## src/rtl/frac_rsp_buffer_if.sv

```systemverilog
// rtl/frac_rsp_buffer_if.sv - request/response handshake bundle for frac_rsp_buffer
interface frac_rsp_buffer_if #(
  parameter int DATA_Width = 8,
  parameter int DEPTH      = 16
);
  localparam int CW = $clog2(DEPTH + 1);

  logic                  req_valid;
  logic                  req_ready;
  logic                  mem_rd;
  logic [DATA_Width-1:0] rsp_din;
  logic [DATA_Width-1:0] dout;
  logic                  dout_valid;
  logic                  dout_ready;
  logic [CW-1:0]         count;

  // Buffer side: takes requests and source data, presents the FIFO head.
  modport slave (
    input  req_valid, rsp_din, dout_ready,
    output req_ready, mem_rd, dout, dout_valid, count
  );

  // Upstream/source/downstream side.
  modport master (
    output req_valid, rsp_din, dout_ready,
    input  req_ready, mem_rd, dout, dout_valid, count
  );
endinterface

```

## src/rtl/frac_rsp_buffer.sv

```systemverilog
// rtl/frac_rsp_buffer.sv - credit-issued read buffer for a fixed-latency source; FRAC_FLUSH_EN adds flush
module frac_rsp_buffer #(
  parameter int LATENCY    = 7,
  parameter int DATA_Width = 8,
  parameter int DEPTH      = 16
) (
  input logic clk,
  input logic rst,
  frac_rsp_buffer_if.slave bus
`ifdef FRAC_FLUSH_EN
  ,
  input logic flush
`endif
);
  localparam int PW = $clog2(DEPTH);
  localparam int CW = $clog2(DEPTH + 1);

  logic [DATA_Width-1:0] mem [DEPTH];
  logic [PW-1:0]         wr_ptr;
  logic [PW-1:0]         rd_ptr;
  logic [CW-1:0]         cnt;
  logic [CW-1:0]         credits;
  logic [LATENCY-1:0]    vld_sr;
  logic [LATENCY:0]      vld_ext;
  logic                  req_ok;
  logic                  issue;
  logic                  has_data;
  logic                  pop;
  logic                  push;

  // Bit 0 is this cycle's strobe; the top bit marks the return landing this cycle.
  assign vld_ext  = {vld_sr, issue};
  assign has_data = (cnt != '0);

`ifdef FRAC_FLUSH_EN
  assign req_ok = rst & ~flush & (credits < CW'(DEPTH));
  assign pop    = has_data & bus.dout_ready & ~flush;
  assign push   = vld_ext[LATENCY] & ~flush;
`else
  assign req_ok = rst & (credits < CW'(DEPTH));
  assign pop    = has_data & bus.dout_ready;
  assign push   = vld_ext[LATENCY];
`endif

  assign issue          = bus.req_valid & req_ok;
  assign bus.req_ready  = req_ok;
  assign bus.mem_rd     = issue;
  assign bus.dout_valid = has_data;
  assign bus.count      = cnt;
  // Empty slots may hold stale data; show zero instead.
  assign bus.dout       = has_data ? mem[rd_ptr] : '0;

  // In-flight tracker: one bit per outstanding read, shifted toward the return slot.
  always_ff @(posedge clk or negedge rst) begin
    if (!rst)
      vld_sr <= '0;
`ifdef FRAC_FLUSH_EN
    else if (flush)
      vld_sr <= '0;
`endif
    else
      vld_sr <= vld_ext[LATENCY-1:0];
  end

  // Credits count in-flight plus stored entries, so a return always finds a free slot.
  always_ff @(posedge clk or negedge rst) begin
    if (!rst)
      credits <= '0;
`ifdef FRAC_FLUSH_EN
    else if (flush)
      credits <= '0;
`endif
    else begin
      case ({issue, pop})
        2'b10:   credits <= credits + CW'(1);
        2'b01:   credits <= credits - CW'(1);
        default: credits <= credits;
      endcase
    end
  end

  // FIFO pointers and occupancy; push and pop together leave the count unchanged.
  always_ff @(posedge clk or negedge rst) begin
    if (!rst) begin
      wr_ptr <= '0;
      rd_ptr <= '0;
      cnt    <= '0;
    end
`ifdef FRAC_FLUSH_EN
    else if (flush) begin
      wr_ptr <= '0;
      rd_ptr <= '0;
      cnt    <= '0;
    end
`endif
    else begin
      if (push) wr_ptr <= wr_ptr + PW'(1);
      if (pop)  rd_ptr <= rd_ptr + PW'(1);
      case ({push, pop})
        2'b10:   cnt <= cnt + CW'(1);
        2'b01:   cnt <= cnt - CW'(1);
        default: cnt <= cnt;
      endcase
    end
  end

  // Capture the source return into the slot at the write pointer.
  always_ff @(posedge clk) begin
    if (push) mem[wr_ptr] <= bus.rsp_din;
  end

  // The credit scheme must never let a return arrive at a full FIFO.
  a_no_push_full: assert property (@(posedge clk) disable iff (!rst) !(push && cnt == CW'(DEPTH)))
    else $error("push into full FIFO");

endmodule

```

## src/flat_wrapper.sv

```systemverilog
// flat-port wrapper written by rule: the top's interface ports become plain ports
module frac_rsp_buffer_flat 
#(
  parameter int LATENCY    = 7,
  parameter int DATA_Width = 8,
  parameter int DEPTH      = 16
)
  (clk, rst, bus_req_valid, bus_rsp_din, bus_dout_ready, bus_req_ready, bus_mem_rd, bus_dout, bus_dout_valid, bus_count);
  frac_rsp_buffer_if #(.DATA_Width(DATA_Width), .DEPTH(DEPTH)) bus_i ();
  input logic clk;
  input logic rst;
  input wire logic [$bits(bus_i.req_valid)-1:0] bus_req_valid;
  input wire logic [$bits(bus_i.rsp_din)-1:0] bus_rsp_din;
  input wire logic [$bits(bus_i.dout_ready)-1:0] bus_dout_ready;
  output wire logic [$bits(bus_i.req_ready)-1:0] bus_req_ready;
  output wire logic [$bits(bus_i.mem_rd)-1:0] bus_mem_rd;
  output wire logic [$bits(bus_i.dout)-1:0] bus_dout;
  output wire logic [$bits(bus_i.dout_valid)-1:0] bus_dout_valid;
  output wire logic [$bits(bus_i.count)-1:0] bus_count;
  assign bus_i.req_valid = bus_req_valid;
  assign bus_i.rsp_din = bus_rsp_din;
  assign bus_i.dout_ready = bus_dout_ready;
  assign bus_req_ready = bus_i.req_ready;
  assign bus_mem_rd = bus_i.mem_rd;
  assign bus_dout = bus_i.dout;
  assign bus_dout_valid = bus_i.dout_valid;
  assign bus_count = bus_i.count;
  frac_rsp_buffer #(.LATENCY(LATENCY), .DATA_Width(DATA_Width), .DEPTH(DEPTH)) u_core (.clk(clk), .rst(rst), .bus(bus_i));
endmodule
```

## config.mk

```make
export PLATFORM = sky130hd
export DESIGN_NAME = frac_rsp_buffer_flat
export DESIGN_NICKNAME = d
export VERILOG_FILES = /design/src/rtl/frac_rsp_buffer_if.sv /design/src/rtl/frac_rsp_buffer.sv /design/src/flat_wrapper.sv
export SDC_FILE = /design/constraint.sdc
export NUM_CORES = 1
export LEC_CHECK = 0
export CAP_MARGIN = 5
export CORE_MARGIN = 4
export CORE_UTILIZATION = 45
export DETAILED_ROUTE_END_ITERATION = 7
export MAX_ROUTING_LAYER = met4
export RECOVER_POWER = 50
export SLEW_MARGIN = 20
export SYNTH_ARGS = -nofsm -noshare
export SYNTH_HDL_FRONTEND = slang
export SYNTH_SLANG_ARGS = --single-unit
```

## constraint.sdc

```tcl
create_clock -name clk -period 3.4 [get_ports clk]
set_input_delay 0.68 -clock clk [delete_from_list [all_inputs] [get_ports clk]]
set_output_delay 0.68 -clock clk [all_outputs]
set_load 0.02 [all_outputs]
```

### Yosys cells after proc, flatten, opt, wreduce, memory -nomap -nowiden

Memories as Yosys holds them, arrays and structs flattened.
Index checks and enable logic that the tools add are counted.

* bits in registers: 25
* RAM bits: 128
* input port bits: 12
* output and inout bits: 16
* logic and storage cells: 28
* memories: 1

* $add $sub $neg: 6
* order comparisons: 1
* eq/ne operators: 4
* muxes and demuxes: 5
* bitwise gates (word level): 3
* reduce and logical (&&, ||, !) cells: 3

Memory list
* u_core.mem: depth 16, bits a word 8, read ports 1, clocked after memory_dff 0, write ports 1, RTL line frac_rsp_buffer.sv:18 `logic [DATA_Width-1:0] mem [DEPTH];`

Operator list (number)
* case mux 5 bit (2 select lines): 2
* adder 5 x 1 -> 5 bit (second input constant): 2
* subtractor 5 x 1 -> 5 bit (second input constant): 2
* adder 4 x 1 -> 4 bit (second input constant): 2
* 2-to-1 mux 8 bit: 1
* less-than comparator 5 bit (second input constant): 1
* nonzero test 5 bit: 1
* equality test 2 x 1 -> 1 bit (second input constant): 2
* equality test 2 bit (second input constant): 2
* nonzero test 2 bit: 2
* bitwise AND 1 bit: 3
* 2-to-1 mux 1 bit: 2

### Logic depth before layout (Yosys ltp)

Gate-level depths: netlist of run 1.

* word-level depth: 5
* depth in mapped cells: 12
* mapped depth without buffers: 11

### Worst setup path after synthesis of run 1

No wires, ideal clock.

* kind: flip-flop to flip-flop
* start point: register u_core.cnt[2] (netlist: u_core.bus.count[2])
* end point: register u_core.cnt[4] (netlist: u_core.bus.count[4])
* setup time: 137 ps
* arrival time: 2857 ps
* required time: 3263 ps
* slack: 406 ps
* stages on the path, launching flop included: 13
* path buffers: 1
* period minus slack after synthesis: 2994 ps
* cell sequence: dfrtp_1 or2_1 or4_1 nand2_1 inv_1 ha_1 clkbuf_1 xor2_1 ha_1 o211ai_1 nor4_1 a311oi_1 o211ai_1

* word-level cells in the longest chain between the ends: 4
* elaborated cells on any way between the ends: 8
* those cells by class: add/sub (2); eq/ne (2); mux (1); bitwise (1); reduce/logical (2)

RTL lines
* start: declaration: RTL line frac_rsp_buffer.sv:21 `logic [CW-1:0] cnt;`
* start signal: assignment: RTL line frac_rsp_buffer.sv:100 `2'b10: cnt <= cnt + CW'(1);`
* start signal: assignment: RTL line frac_rsp_buffer.sv:101 `2'b01: cnt <= cnt - CW'(1);`
* start signal: assignment: RTL line frac_rsp_buffer.sv:102 `default: cnt <= cnt;`
* nonzero test 5 bit *: RTL line frac_rsp_buffer.sv:33 `assign has_data = (cnt != '0);`
* bitwise AND 1 bit *: RTL line frac_rsp_buffer.sv:41 `assign pop = has_data & bus.dout_ready;`
* net u_core.pop: RTL line frac_rsp_buffer.sv:28 `logic pop;`
* equality test 2 x 1 -> 1 bit / equality test 2 bit (equally long branches): RTL line frac_rsp_buffer.sv:99 `case ({push, pop})`
* case mux 5 bit (2 select lines) / nonzero test 2 bit (equally long branches)

Mark *: on every way through the listed nets, which the timed path passes. The rest lies on a longest branch.
A chain may end at the register's enable or synchronous reset.

### Final worst setup path of run 1

* start point: register u_core.rd_ptr[1]
* end point: output port bus_dout[2]

* word-level cells in the longest chain between the ends: 2

RTL lines
* start: declaration: RTL line frac_rsp_buffer.sv:20 `logic [PW-1:0] rd_ptr;`
* start signal: assignment: RTL line frac_rsp_buffer.sv:98 `if (pop) rd_ptr <= rd_ptr + PW'(1);`
* memory (16 x 8 bit)
* 2-to-1 mux 8 bit: RTL line frac_rsp_buffer.sv:51 `assign bus.dout = has_data ? mem[rd_ptr] : '0;`
* end: declaration: RTL line flat_wrapper.sv:17 `output wire logic [$bits(bus_i.dout)-1:0] bus_dout;`

No other way between the ends.

==> results by group, run 1 <==
Pwr
  – Peak supply drop: 0.458 mV
  – Static Leak: 2.62 nW
  – Power consumption: 6.36 mW
  – Reg power frac: 38.1%
  – Comb power frac: 30.2%
  – Sw power: 1.90 mW
  – Sw Share: 29.9%
  – Power share of the clock group: 31.7%
  – P per Cell Area: 851 nW/um2
  – Internal: 4.45 mW

Synth
  – Post-synth EDFFs: 128
  – Synth Area per Inst: 18.4 um2
  – Sequential fraction of the synthesis area: 69.4%
  – Share of the synthesized area in the top cell type: 59.7%
  – Post-synth top area cell: edfxtp_1
  – Synthesized net count: 374
  – Post-Synthesis Cell Area: 6440 um2
  – Most used DFF post-synth: edfxtp_1
  – Most area-consuming cells after synthesis: edfxtp_1 60%, dfrtp_1 9.7%, mux4_2 8.0%, mux4_1 3.7%, ha_1 2.3%
  – Warnings, synthesis: 0
  – Mapped Cells: 350
  – Post-synth ARST share: 16.3%
  – Library cells used by synthesis: 44
  – Yosys reg bits: 153

Placed design
  – GPL Wtd Cong: 0.763
  – Post-DP Area: 6850 um2
  – IO buf count: 27
  – Dpl ws: 0.284 ns
  – DP HPWL: 7740 um

Floorplan
  – Top Ports: 28
  – Initial Util: 46.2%
  – Chip Width: 128 um
  – Core ar.: 13900 um2
  – Area of the die: 16300 um2
  – Die Ht: 128 um
  – Std cell rows: 43

STA
  – Final Skew: 0.00431 ns
  – Fin worst setup slack: 0.198 ns
  – Worst-margin pin slew: 1.37 ns
  – Total Neg Setup Slack: 0 ns
  – Final Setup Violations: 0
  – Final period util: 94.2%
  – RSZ-0062 raised after global routing: false
  – Max_slew headroom: 8.68%
  – Fmax: 0.312 GHz
  – Slew Viols, Final: 0
  – Crit path time final: 3.20 ns
  – Final hold violations: 0

Critical path
  – Worst EP arrival: 2.52 ns
  – Critical path depth: 6
  – Slowest-stage cell, CP: mux4_1
  – CP Cell Sequence: buf_12 > mux4_1 > mux2_2 > o21ai_1 > a21oi_1 > dlygate4sd2_1
  – Max Fanout on Critical Path: 21
  – CP bufs+invs: 2
  – CP required: 2.72 ns
  – Startpoint Class: flop
  – Max incr delay on CP: 0.56 ns
  – Worst Path Class, Setup: flop to output pin
  – FF-to-FF path depth: 11
  – Crit end category: output pin
  – CP top delay family: multiplexers

Global routing
  – Global Route Usage Sum: 17.2%
  – Largest net degree at the start of global routing: 26
  – Total gr overflow: 0
  – First-pass GRT wire length: 19700 um
  – Number of global-route vias before repair: 3317
  – Initial antenna violation count: 0

CTS
  – H-tree depth: 4
  – TritonCTS clock tree: done
  – Hold_buf cts: 0
  – Reg clk slew, reported paths: 0.06 ns
  – Skew-Pair Late Insertion Delay: 0.41 ns
  – CTS buffer count: 17
  – Clock Path Buffers: 2
  – CTS root buffer: clkbuf_16
  – Clock sinks: 153
  – Post CTS Setup Buffer Count: 0

Hold path
  – Hold Path Depth: 0
  – Worst min path class: flop to flop

Cells and area
  – Area grow syn2layout: 16.1%
  – Ant diodes: 0
  – Share of post-route cells with drive strength above 1: 17.3%
  – Fill cell count: 1057
  – Fin area: 7470 um2
  – Final nets: 411
  – Post-layout util: 53.6%
  – Area of all sequential standard cells: 4470 um2
  – Multi-input combinational cell area: 1770 um2

Routing
  – Detailed Route WL: 12300 um
  – Antenna-violating nets left: 0
  – Remaining DRCs: 0
  – WL per Instance: 21.3 um
  – Avg Vias per Cell: 5.52
  – Pre-antenna DRT Iters: 4
  – Initial DRC count: 231
  – DR vias: 3195

Outcome
  – Status: completed

Flow run
  – Max-cap violation count: 0
==> sequential cells by signal, indices dropped and copies added, names as in the netlist <==
register          flops
u_core.rd_ptr         4
u_core.credits        5
u_core.bus.count      5
u_core.vld_sr         7
u_core.wr_ptr         4
u_core.mem          128
==> worst register-to-register path: stages (launching register included) <==
cell	delay [ns]
dfrtp_1	0.45
or2_1	0.26
or4_1	0.44
nand2_1	0.15
inv_1	0.11
ha_1	0.35
xor2_1	0.22
ha_1	0.22
o211ai_1	0.22
nor4_1	0.07
a311oi_1	0.27
o211ai_1	0.12
==> synthesized netlist by cell type (3+ instances only) <==
cell        n
edfxtp_1  128
dfrtp_1    25
mux4_2     23
ha_1       12
a21oi_1    11
nand2_1    10
o21ai_1    10
and2_1      9
mux4_1      9
mux2_2      8
mux2i_1     8
nor2_1      8
xnor2_1     8
xor2_1      8
nand3_1     7
and3_1      6
clkbuf_1    6
inv_1       5
nor3_1      4
buf_12      3
buf_2       3
buf_6       3
mux2_1      3
nor2b_1     3
o21ai_0     3
==> cell type report <==
cell class                 instances  share of cell area [%]
inverter                           6                   0.301
clock buffer                      19                    5.79
tap                              180                    3.01
multi-input combinational        172                    23.7
timing repair buffer              37                    4.75
clock inverter                    12                    2.66
sequential                       153                    59.8
==> placed cells by master (no fill, tap or decap), types with 7 or more instances in the layout <==
cell type	count
clkdlybuf4s50_1	10
mux2i_1	8
and2_1	9
buf_4	7
nor2_1	8
dlygate4sd3_1	9
nand3_1	7
mux4_2	23
o21ai_1	10
mux4_1	9
clkbuf_16	17
nand2_1	10
dfrtp_1	25
a21oi_1	11
edfxtp_1	128
ha_1	12
xor2_1	8
xnor2_1	8
mux2_2	8
==> worst paths after layout <==
check                                     from                   to  slack [ns]
hold reg to reg               u_core.vld_sr[1]     u_core.vld_sr[2]        0.35
setup reg to reg           u_core.bus.count[2]  u_core.bus.count[4]        0.38
setup / recovery              u_core.rd_ptr[1]          bus_dout[2]        0.20
hold / removal                u_core.vld_sr[1]     u_core.vld_sr[2]        0.35
max in group asynchronous                  rst     u_core.rd_ptr[1]        1.47
min in group asynchronous                  rst     u_core.vld_sr[1]        1.13
==> per-layer routing <==
metal,wire (um),vias to the layer above,global-route usage (%)
met3,548,13,3.89
met1,5470,1648,23.0
li1,-,1466,-
met5,0,-,-
met4,207,0,6.93
met2,6080,68,25.9
==> cell families (layout without fill, tap and decap cells) <==
logic type	count (synthesis)	in the layout	share of synthesized area [%]
flops	153	153	69.4
simple gates	59	59	5.05
mux	51	51	14.9
compound gates	34	34	3.05
buf+inv	25	74	3.07
xor+xnor	16	16	2.18
fa+ha+maj	12	12	2.33
==> timing repair <==
action,in CTS,in global routing
pin swaps,0,0
gates resized for setup,7,2
setup endpoints to repair,8,2
gates cloned,0,0
==> power groups by stage <==
| stage | Clock [mW] | Combinational [mW] | Sequential [mW] |
|---|---|---|---|
| 6_report | 2.01 | 1.92 | 2.42 |
| 3_3_place_gp | 0 | 2.00 | 2.46 |
| 4_1_cts | 2.05 | 1.97 | 2.43 |
| 2_1_floorplan | 0 | 1.50 | 2.40 |
| 5_1_grt | 2.12 | 2.11 | 2.46 |
| 3_5_place_dp | 0 | 2.00 | 2.46 |
==> through the flow <==
step           instances  hold slack [ns]
6_report             579            0.349
5_1_grt              579            0.362
4_1_cts              579            0.351
3_5_place_dp         548            0.335
3_3_place_gp         548            0.333
2_1_floorplan        350            0.331
Note: power is estimated with default switching activity, not from simulation.
==> run 2, diff against run 1 <==
--- a/config.mk
+++ b/config.mk
@@ -5,6 +5,7 @@
 export SDC_FILE = /design/constraint.sdc
 export NUM_CORES = 1
 export LEC_CHECK = 0
+export ABC_AREA = 1
 export CAP_MARGIN = 5
 export CORE_MARGIN = 4
 export CORE_UTILIZATION = 45
==> run 2 against run 1 <==
  * Cell area grew 0.25%
  * Die area grew 1.3%
  * Hold slack lost 0.0046 ns
  * Total power grew 4.1%
  * Sequential share of layout area shrank 0.13 points
  * Via count grew 34%
  * Clock skew grew 0.00050 ns
  * Synthesized cell count grew 67%
  * First-iteration DRC count grew 46%
  * Largest power group is now combinational cells
  * Highest routed layer unchanged
==> results by group, run 2 <==
Pwr
  – P per Cell Area: 884 nW/um2
  – Comb power frac: 36.7%
  – Static Leak: 2.92 nW
  – Sw Share: 36.0%
  – Power consumption: 6.62 mW
  – Power share of the clock group: 27.7%
  – Peak supply drop: 0.520 mV
  – Internal: 4.24 mW
  – Sw power: 2.38 mW
  – Reg power frac: 35.5%

Hold path
  – Hold Path Sink: u_core.vld_sr[5]
  – Hold Path Depth: 0
  – Origin of the worst min-delay path: u_core.vld_sr[4]
  – Worst min path class: flop to flop

Placed design
  – DP HPWL: 8750 um
  – GPL Wtd Cong: 0.815
  – Post-DP Area: 6910 um2
  – IO buf count: 27

Synth
  – Post-Synthesis Cell Area: 6530 um2
  – Warnings, synthesis: 0
  – Dominant cell by count in the synthesized netlist: nand2_1
  – Share of the synthesized area in the top cell type: 58.9%
  – Most used DFF post-synth: edfxtp_1
  – Synthesized net count: 610
  – Post-synth ARST share: 16.3%
  – Post-synth top area cell: edfxtp_1
  – Synth Area per Inst: 11.1 um2
  – Most area-consuming cells after synthesis: edfxtp_1 59%, nand2_1 12%, dfrtp_1 9.6%, nand3_1 8.4%, ha_1 2.3%
  – Most common library cells after synthesis: 204 x nand2_1, 128 x edfxtp_1, 109 x nand3_1, 25 x dfrtp_1, 22 x nor2_1
  – Post-synth EDFFs: 128
  – Yosys reg bits: 153
  – Library cells used by synthesis: 23
  – Sequential fraction of the synthesis area: 68.5%
  – Mapped Cells: 586

STA
  – Final Setup Violations: 0
  – Worst-margin pin slew: 1.48 ns
  – Slew Viols, Final: 0
  – RSZ-0062 raised after global routing: false
  – Final hold violations: 0
  – Final period util: 93.3%
  – Max_slew headroom: 1.60%
  – Crit path time final: 3.17 ns
  – Fmax: 0.315 GHz
  – Final Skew: 0.00481 ns
  – Total Neg Setup Slack: 0 ns

Critical path
  – Max incr delay on CP: 0.66 ns
  – Worst EP arrival: 2.49 ns
  – Startpoint Class: flop
  – CP required: 2.72 ns
  – CP top delay family: buffers and inverters
  – Slowest-stage cell, CP: clkdlybuf4s50_1
  – Worst Path Class, Setup: flop to output pin
  – R2r setup slk: 0.85 ns
  – Max Fanout on Critical Path: 66
  – Crit end category: output pin
  – R2r endpoint: u_core.bus.count[4]
  – FF-to-FF path depth: 12
  – CP bufs+invs: 2
  – CP Cell Sequence: buf_12 > nand2_1 > nand3_1 > nand3_1 > nand2_1 > nand2_1 > a21oi_1 > clkdlybuf4s50_1
  – Top cell by count, worst path: nand2_1
  – Setup crit start: u_core.rd_ptr[0]
  – R2R Path Start: u_core.bus.count[0]

Cells and area
  – Fill cell count: 1181
  – Max reg flops: 128
  – Most flops, register: u_core.mem
  – Area grow syn2layout: 14.8%
  – Commonest non-fill, non-tap cell in the layout: nand2_1
  – Area of all sequential standard cells: 4470 um2
  – Multi-input combinational cell area: 1790 um2
  – Biggest regs: u_core.mem: 128 flops, u_core.vld_sr: 7 flops
  – Fin area: 7490 um2
  – Final nets: 635
  – Most frequent cells in the layout: 204 x nand2_1, 128 x edfxtp_1, 109 x nand3_1, 24 x dfrtp_1, 22 x nor2_1
  – Share of post-route cells with drive strength above 1: 6.41%

Routing
  – Antenna-violating nets left: 0
  – DR vias: 4271
  – Avg Vias per Cell: 5.31
  – Detailed Route WL: 14100 um
  – WL per Instance: 17.5 um
  – Initial DRC count: 337
  – Remaining DRCs: 0
  – Pre-antenna DRT Iters: 7

Global routing
  – Total gr overflow: 0
  – First-pass GRT wire length: 22500 um
  – Global Route Usage Sum: 18.8%
  – Number of global-route vias before repair: 4204
  – Initial antenna violation count: 1
  – Largest net degree at the start of global routing: 67

CTS
  – TritonCTS clock tree: done
  – Post CTS Setup Buffer Count: 0
  – CTS root buffer: clkbuf_16
  – CTS buffer count: 17
  – Clock Path Buffers: 2
  – Reg clk slew, reported paths: 0.05 ns
  – Cts repair resizes: 0
  – H-tree depth: 4
  – Clock sinks: 153
  – Skew-Pair Late Insertion Delay: 0.42 ns
  – Hold_buf cts: 0

Floorplan
  – Die Ht: 128 um
  – Initial Util: 46.5%
  – Std cell rows: 43
  – Chip Width: 128 um
  – Top Ports: 28
  – Area of the die: 16500 um2
  – Core ar.: 14000 um2

Outcome
  – Status: completed

Flow run
  – Max-cap violation count: 0
-- run 2: cell types whose count changed after synthesis, sizes merged, moves of 13 or more --
cell   change
nand2    +194
buf       +13
inv       +16
nor2      +14
nand3    +102
mux4      -32
-- run 2: worst reg2reg max path, delay by kind of cell, from the launching register on --
family          cells  cell delay (ns)
compound gates      1             0.17
xor+xnor            1             0.21
fa+ha+maj           2             0.56
buf+inv             1             0.20
flops               1             0.43
simple gates        7             0.89
-- run 2: layout make-up --
cell class | count | share of cell area, %
Antenna cell | 1 | 0.0334
Clock buffer | 24 | 6.43
Clock inverter | 8 | 1.29
Inverter | 22 | 1.14
Multi-Input combinational cell | 383 | 23.9
Sequential cell | 153 | 59.7
Tap cell | 180 | 3.01
Timing Repair Buffer | 34 | 4.59
-- run 2: worst max path at each step --
stage,endpoint,slack [ns],cells past startpoint
floorplan,u_core.credits[4],1.06,12
global placement,bus_dout[7],0.58,8
detailed placement,bus_dout[7],0.53,8
CTS,bus_dout[7],0.05,8
global route,bus_dout[1],0.04,8
finish,bus_dout[1],0.23,8
-- run 2: stage by stage --
| stage | setup WS [ns] | instances | util, % | hold slack [ns] |
|---|---|---|---|---|
| after global placement | 0.582 | 772 | 49.2 | 0.336 |
| after detailed placement | 0.527 | 772 | 49.2 | 0.335 |
| final | 0.229 | 805 | 53.4 | 0.345 |
| after global routing | 0.0351 | 805 | 53.4 | 0.363 |
| after floorplan | 1.06 | 586 | - | 0.331 |
| after CTS | 0.0519 | 804 | 53.4 | 0.346 |
-- run 2: power by group through the flow --
| stage | clock network (mW) | registers [mW] | logic, mW |
|---|---|---|---|
| after floorplan | 0 | 2.38 | 1.73 |
| after global placement | 0 | 2.38 | 2.42 |
| after detailed placement | 0 | 2.39 | 2.44 |
| after CTS | 1.87 | 2.35 | 2.46 |
| after global routing | 1.95 | 2.38 | 2.73 |
| final | 1.84 | 2.35 | 2.43 |
-- run 2: routing by layer --
metal  part of all wire [%]  track usage [%]  wire length [um]
met4                    1.5             5.93               208
met1                     44             23.1              6150
met2                     50             30.2              7040
met5                      0                -                 0
met3                    4.9             5.23               693
-- run 2: cell families (layout without fill, tap and decap cells) --
logic type                 after synthesis  after routing  synth area share (%)
DFF                                    153            153                  68.5
xor gates and xnor gates                14             14                  1.88
adders and majority gates               12             12                  2.30
other                                    0              1                     0
buffers and inverters                   50             88                  4.16
AOI/OAI and AO/OA                       19             19                  1.57
and+or+nand+nor                        338            338                  21.6
